`config.mk`:
```
export PLATFORM = sky130hd
export DESIGN_NAME = store_align_unit
export DESIGN_NICKNAME = d
export VERILOG_FILES = /design/src/rtl/store_pkg.sv /design/src/rtl/store_lane_gen.sv /design/src/rtl/store_align_unit.sv
export SDC_FILE = /design/constraint.sdc
export NUM_CORES = 1
export LEC_CHECK = 0
export CAP_MARGIN = 40
export CORE_MARGIN = 3
export CORE_UTILIZATION = 52
export DETAILED_ROUTE_END_ITERATION = 8
export MAX_ROUTING_LAYER = met4
export PLACE_DENSITY = 0.8
export SLEW_MARGIN = 10
export SYNTH_ARGS = -nofsm -noshare
export SYNTH_HDL_FRONTEND = slang
export SYNTH_HIERARCHICAL = 1
export SYNTH_SLANG_ARGS = --single-unit
```
`constraint.sdc`:
```
create_clock -name clk -period 2.94 [get_ports clk]
set_input_delay 0.735 -clock clk [delete_from_list [all_inputs] [get_ports clk]]
set_output_delay 0.735 -clock clk [all_outputs]
set_load 0.01 [all_outputs]
```
`src/rtl/store_pkg.sv`:
```
// Shared store-path definitions: store type codes, FSM state codes and lane-size helper.
package store_pkg;

    localparam logic [1:0] ST_SB = 2'b00;
    localparam logic [1:0] ST_SH = 2'b01;
    localparam logic [1:0] ST_SW = 2'b10;
    localparam logic [1:0] ST_SD = 2'b11;

    localparam logic [1:0] S_IDLE  = 2'd0;
    localparam logic [1:0] S_BEAT0 = 2'd1;
    localparam logic [1:0] S_BEAT1 = 2'd2;

    // Number of bytes written by a store type (1, 2, 4 or 8).
    function automatic logic [3:0] lane_bytes(input logic [1:0] st);
        return 4'(1) << st;
    endfunction

endpackage

```
`src/rtl/store_lane_gen.sv`:
```
// Combinational lane placement: positions store bytes and enables across two memory words.
module store_lane_gen
    import store_pkg::*;
#(
    parameter int unsigned XLEN = 32,
    localparam int unsigned NB = XLEN / 8,
    localparam int unsigned OFF_W = $clog2(XLEN / 8)
) (
    input  logic [1:0]        store_type,
    input  logic [OFF_W-1:0]  off,
    input  logic [XLEN-1:0]   wdata,
    output logic [2*XLEN-1:0] wide_data,
    output logic [2*NB-1:0]   wide_be,
    output logic              needs_b1,
    output logic              illegal
);

    logic [3:0]      sz;
    logic [NB-1:0]   be_lo;
    logic [XLEN-1:0] data_lo;

    // Keep only the low sz bytes of rs2, then slide them to the byte offset.
    always_comb begin
        sz      = lane_bytes(store_type);
        be_lo   = '0;
        data_lo = '0;
        for (int b = 0; b < int'(NB); b++) begin
            if (b < int'(sz)) begin
                be_lo[b]          = 1'b1;
                data_lo[8*b +: 8] = wdata[8*b +: 8];
            end
        end
        wide_data = {{XLEN{1'b0}}, data_lo} << {off, 3'b000};
        wide_be   = {{NB{1'b0}}, be_lo} << off;
        needs_b1  = |wide_be[2*NB-1:NB];
        illegal   = (store_type == ST_SD) && (XLEN < 64);
    end

endmodule

```
`src/rtl/store_align_unit.sv`:
```
// Store path from execute to data memory: aligns a store into one or two word beats
// with byte enables, or traps illegal/misaligned stores.
module store_align_unit
    import store_pkg::*;
#(
    parameter int unsigned XLEN = 32,
    parameter int unsigned ADDR_W = 32,
    parameter int unsigned MISALIGN_SPLIT = 1,
    localparam int unsigned NB = XLEN / 8,
    localparam int unsigned OFF_W = $clog2(XLEN / 8)
) (
    input  logic              clk,
    input  logic              rst,
    input  logic              req_valid,
    output logic              req_ready,
    input  logic [1:0]        store_type,
    input  logic [ADDR_W-1:0] addr,
    input  logic [XLEN-1:0]   wdata,
    output logic              mem_valid,
    input  logic              mem_ready,
    output logic [ADDR_W-1:0] mem_addr,
    output logic [XLEN-1:0]   mem_wdata,
    output logic [NB-1:0]     mem_be,
    output logic              store_done,
    output logic              store_err,
    output logic [ADDR_W-1:0] err_addr
);

    localparam logic [ADDR_W-1:0] WORD_MASK   = ~ADDR_W'(NB - 1);
    localparam logic [ADDR_W-1:0] BEAT_STRIDE = ADDR_W'(NB);

    logic [1:0]        state, state_n;
    logic              req_ready_n, mem_valid_n, store_done_n, store_err_n;
    logic [ADDR_W-1:0] mem_addr_n, err_addr_n;
    logic [XLEN-1:0]   mem_wdata_n;
    logic [NB-1:0]     mem_be_n;

    // Second-beat payload captured at accept time.
    logic [ADDR_W-1:0] hi_addr, hi_addr_n;
    logic [XLEN-1:0]   hi_data, hi_data_n;
    logic [NB-1:0]     hi_be, hi_be_n;
    logic              split, split_n;

    logic [2*XLEN-1:0] wide_data;
    logic [2*NB-1:0]   wide_be;
    logic              needs_b1, illegal, trap;
    logic [ADDR_W-1:0] base_addr;

    store_lane_gen #(.XLEN(XLEN)) u_lane_gen (
        .store_type (store_type),
        .off        (addr[OFF_W-1:0]),
        .wdata      (wdata),
        .wide_data  (wide_data),
        .wide_be    (wide_be),
        .needs_b1   (needs_b1),
        .illegal    (illegal)
    );

    assign base_addr = addr & WORD_MASK;
    assign trap      = illegal || (needs_b1 && (MISALIGN_SPLIT == 0));

    always_comb begin
        state_n      = state;
        mem_valid_n  = mem_valid;
        mem_addr_n   = mem_addr;
        mem_wdata_n  = mem_wdata;
        mem_be_n     = mem_be;
        store_done_n = 1'b0;
        store_err_n  = 1'b0;
        err_addr_n   = err_addr;
        hi_addr_n    = hi_addr;
        hi_data_n    = hi_data;
        hi_be_n      = hi_be;
        split_n      = split;

        case (state)
            S_IDLE: begin
                if (req_valid) begin
                    if (trap) begin
                        store_err_n = 1'b1;
                        err_addr_n  = addr;
                    end else begin
                        state_n     = S_BEAT0;
                        mem_valid_n = 1'b1;
                        mem_addr_n  = base_addr;
                        mem_wdata_n = wide_data[XLEN-1:0];
                        mem_be_n    = wide_be[NB-1:0];
                        hi_addr_n   = base_addr + BEAT_STRIDE;
                        hi_data_n   = wide_data[2*XLEN-1:XLEN];
                        hi_be_n     = wide_be[2*NB-1:NB];
                        split_n     = needs_b1;
                    end
                end
            end
            S_BEAT0: begin
                if (mem_ready) begin
                    if (split) begin
                        state_n     = S_BEAT1;
                        mem_addr_n  = hi_addr;
                        mem_wdata_n = hi_data;
                        mem_be_n    = hi_be;
                    end else begin
                        state_n      = S_IDLE;
                        mem_valid_n  = 1'b0;
                        mem_addr_n   = '0;
                        mem_wdata_n  = '0;
                        mem_be_n     = '0;
                        store_done_n = 1'b1;
                    end
                end
            end
            S_BEAT1: begin
                if (mem_ready) begin
                    state_n      = S_IDLE;
                    mem_valid_n  = 1'b0;
                    mem_addr_n   = '0;
                    mem_wdata_n  = '0;
                    mem_be_n     = '0;
                    store_done_n = 1'b1;
                end
            end
            default: begin
                state_n     = S_IDLE;
                mem_valid_n = 1'b0;
            end
        endcase

        req_ready_n = (state_n == S_IDLE);
    end

    always_ff @(posedge clk) begin
        if (rst) begin
            state      <= S_IDLE;
            req_ready  <= 1'b1;
            mem_valid  <= 1'b0;
            mem_addr   <= '0;
            mem_wdata  <= '0;
            mem_be     <= '0;
            store_done <= 1'b0;
            store_err  <= 1'b0;
            err_addr   <= '0;
            hi_addr    <= '0;
            hi_data    <= '0;
            hi_be      <= '0;
            split      <= 1'b0;
        end else begin
            state      <= state_n;
            req_ready  <= req_ready_n;
            mem_valid  <= mem_valid_n;
            mem_addr   <= mem_addr_n;
            mem_wdata  <= mem_wdata_n;
            mem_be     <= mem_be_n;
            store_done <= store_done_n;
            store_err  <= store_err_n;
            err_addr   <= err_addr_n;
            hi_addr    <= hi_addr_n;
            hi_data    <= hi_data_n;
            hi_be      <= hi_be_n;
            split      <= split_n;
        end
    end

endmodule

```
==> results_dict.tcl <==
set metrics [dict create \
    ant_nets 0 \
    wl_per_cell_microns 17.0 \
    ys_seq_elements 171 \
    max_stage_delay_ns 0.68 \
    crit_chain "clkdlybuf4s50_1 -> ha_1 -> nand3_2 -> or4_1 -> or4_1 -> nor3b_1" \
    core_area_sq_um 15400 \
    grt_overflow 0 \
    min_from "hi_data[1]$_SDFFE_PP0P_" \
    yosysTopAreaCellShare 0.412 \
    critPathKind "in2reg" \
    ys_seq_area_frac 0.412 \
    maxCapViolCount 0 \
    synth-edff-count 0 \
    cts-root-buf "clkbuf_16" \
    required_ns 3.25 \
    grt_pass1_wl_mm 39.4 \
    yosys-top-cells-count "171 x dfxtp_1, 157 x nand2_1, 135 x a21oi_1" \
    clk_latency_ns 0.43 \
    synth.distinct_cells 50 \
    status "finished clean" \
    vias_per_cell 5.64 \
    report.final.slew_viol_count 0 \
    post_cts_buffers 0 \
    antenna_found_initial 1 \
    hold-path-endpoint "hi_data[1]$_SDFFE_PP0P_" \
    rrSetupSlack_ns 0.76 \
    synth_ff_type "dfxtp_1" \
    r2r-end "mem_wdata[26]$_SDFFE_PP0P_" \
    r2r_cells 6 \
    gp_congestion 0.902 \
    p_total_mw 6.23 \
    synth_cells 1067 \
    synth_top_area_cell "dfxtp_1" \
    fin_worst_skew_ns 0.00678 \
    cts_tree "yes" \
    p_leak_nw 4.03 \
    grt_pass1_vias 7594 \
    dieHeight_microns 132 \
    syn_area_sq_um 8310 \
    port_buffers 171 \
    dp.cells 1409 \
    grt_max_degree 96 \
    start_util 0.539 \
    route.detailed.drc 0 \
    vdd_drop_max_mv 0.550 \
    p_per_area_nw_per_um2 569 \
    rsz0062_at_grt "no" \
    yosys_warnings 6 \
    min_period_over_period 0.856 \
    post-route-util 0.709 \
    cp.arrival_ns 2.83 \
    hold_class "reg2reg" \
    hold_viol 0 \
    final_layout_size_suffix_gt1_frac 0.0821 \
    vias 8136 \
    dieArea_sq_um 17500 \
    relSlewSlack 0.498 \
    end_kind "flop" \
    worstPathMaxFanout 6 \
    fin_tns_setup_ns 0 \
    clock-sinks 171 \
    drt-initial-drc-count 846 \
    final-setup-viol-count 0 \
    htree_num_levels 4 \
    place_hpwl_mm 16.4 \
    hold_depth 2 \
    numCtsBuffers 17 \
    crit_top_cell "or4_1" \
    whs_ns 0.454 \
    synth-async-reset-ratio 0 \
    r2r-start "state[0]$_SDFF_PP0_" \
    num_rows 45 \
    area_growth_syn_to_layout_pct 31.6 \
    max_freq_mhz 397 \
    critPathLaunchType "primary input" \
    synth_area_leaders "dfxtp_1 41%, a21oi_1 8.1%, a211oi_1 7.3%, nand2_1 7.1%, nor2_1 5.5%" \
    ctsLongestPathBuffers 2 \
    finalNetCount 1294 \
    drt-total-wl_mm 24.5 \
    cts_hold_buf 0 \
    fin_crit_ns 2.52 \
    clk_pin_slew_ns 0.07 \
    io_pins 174 \
    tightest_slew_ns 0.753 \
    slowest_stage "or4_1" \
    final_cells 1442 \
    track_usage 0.280 \
    avgSynthCellArea_sq_um 7.79 \
    first_pass_iters 5 \
    fp.dieW_microns 132 \
    ctsResizeCount 0 \
    yosysMostFrequentCell "dfxtp_1" \
]
-- registers in the layout, indices dropped and copies added (netlist names), 2 cells and up --
register / count
mem_be: 4
mem_addr: 30
mem_wdata: 32
err_addr: 32
hi_addr: 30
hi_be: 4
hi_data: 32
state: 2
-- worst max path at each step --
stage | slack (ns) | start | cells after the start | to
after floorplan | 0.52 | addr[2] | 6 | hi_addr[26]$_SDFFE_PP0P_
after global placement | 0.02 | addr[2] | 6 | hi_addr[26]$_SDFFE_PP0P_
after detailed placement | -0.01 | addr[3] | 6 | hi_addr[26]$_SDFFE_PP0P_
after CTS | 0.44 | addr[2] | 6 | hi_addr[26]$_SDFFE_PP0P_
after global routing | 0.29 | store_type[1] | 7 | mem_be[1]$_SDFFE_PP0P_
final | 0.42 | addr[2] | 6 | hi_addr[26]$_SDFFE_PP0P_
-- power breakdown --
| group | leakage (nW) | total, mW | internal (mW) | switching (mW) |
|---|---|---|---|---|
| clock network | 0.283 | 2.28 | 1.27 | 1.01 |
| registers | 1.40 | 2.61 | 2.51 | 0.100 |
| logic | 2.34 | 1.34 | 0.630 | 0.709 |
-- critical path: cells and delay by family --
family / cells / cell delay [ns]
adders and majority gates: 1 / 0.19
buffers and inverters: 1 / 0.48
and+or+nand+nor: 4 / 1.42
-- per-stage QoR --
step	worst slack (ns)	instance area, sq um
2_1_floorplan	0.517	8350
3_3_place_gp	0.0241	10300
3_5_place_dp	-0.0148	10300
4_1_cts	0.443	10900
5_1_grt	0.288	10900
6_report	0.424	10900
-- layout make-up --
| type | count | area [sq um] |
|---|---|---|
| multi-input cells | 789 | 4400 |
| well taps | 211 | 264 |
| flip-flops and latches | 171 | 3420 |
| clock inverters | 15 | 165 |
| repair buffers | 227 | 2210 |
| inverters | 11 | 43.8 |
| fillers | 1257 | 4490 |
| diodes | 1 | 2.50 |
| clock buffers | 17 | 425 |
-- kinds of logic (layout without fill, tap and decap cells) --
logic type,count (synthesis),in the layout,synth area share
compound gates,291,291,0.222
mux,17,17,0.0205
flops,171,171,0.412
buf+inv,116,270,0.0650
xor+xnor,11,11,0.0116
simple gates,452,452,0.257
fa+ha+maj,7,7,0.0105
other cells,2,12,0.000903
-- layout by cell type, fill, tap and decap left out, types with 19 or more instances in the layout --
cell | Yosys | final
and2_1 | 19 | 19
buf_4 | 15 | 50
a211oi_1 | 81 | 80
a21oi_1 | 135 | 135
dfxtp_1 | 171 | 171
clkdlybuf4s50_1 | 0 | 169
nor2_1 | 122 | 122
nor2b_1 | 69 | 69
nand2_1 | 157 | 157
-- per-layer routing --
metal,global-route usage,vias to the layer above,wire [microns]
met3,0.0764,35,2040
met4,0.0970,0,395
met5,-,-,0
met1,0.377,3782,10900
li1,-,3996,-
met2,0.408,323,11100
(Power assumes the default switching activity.)
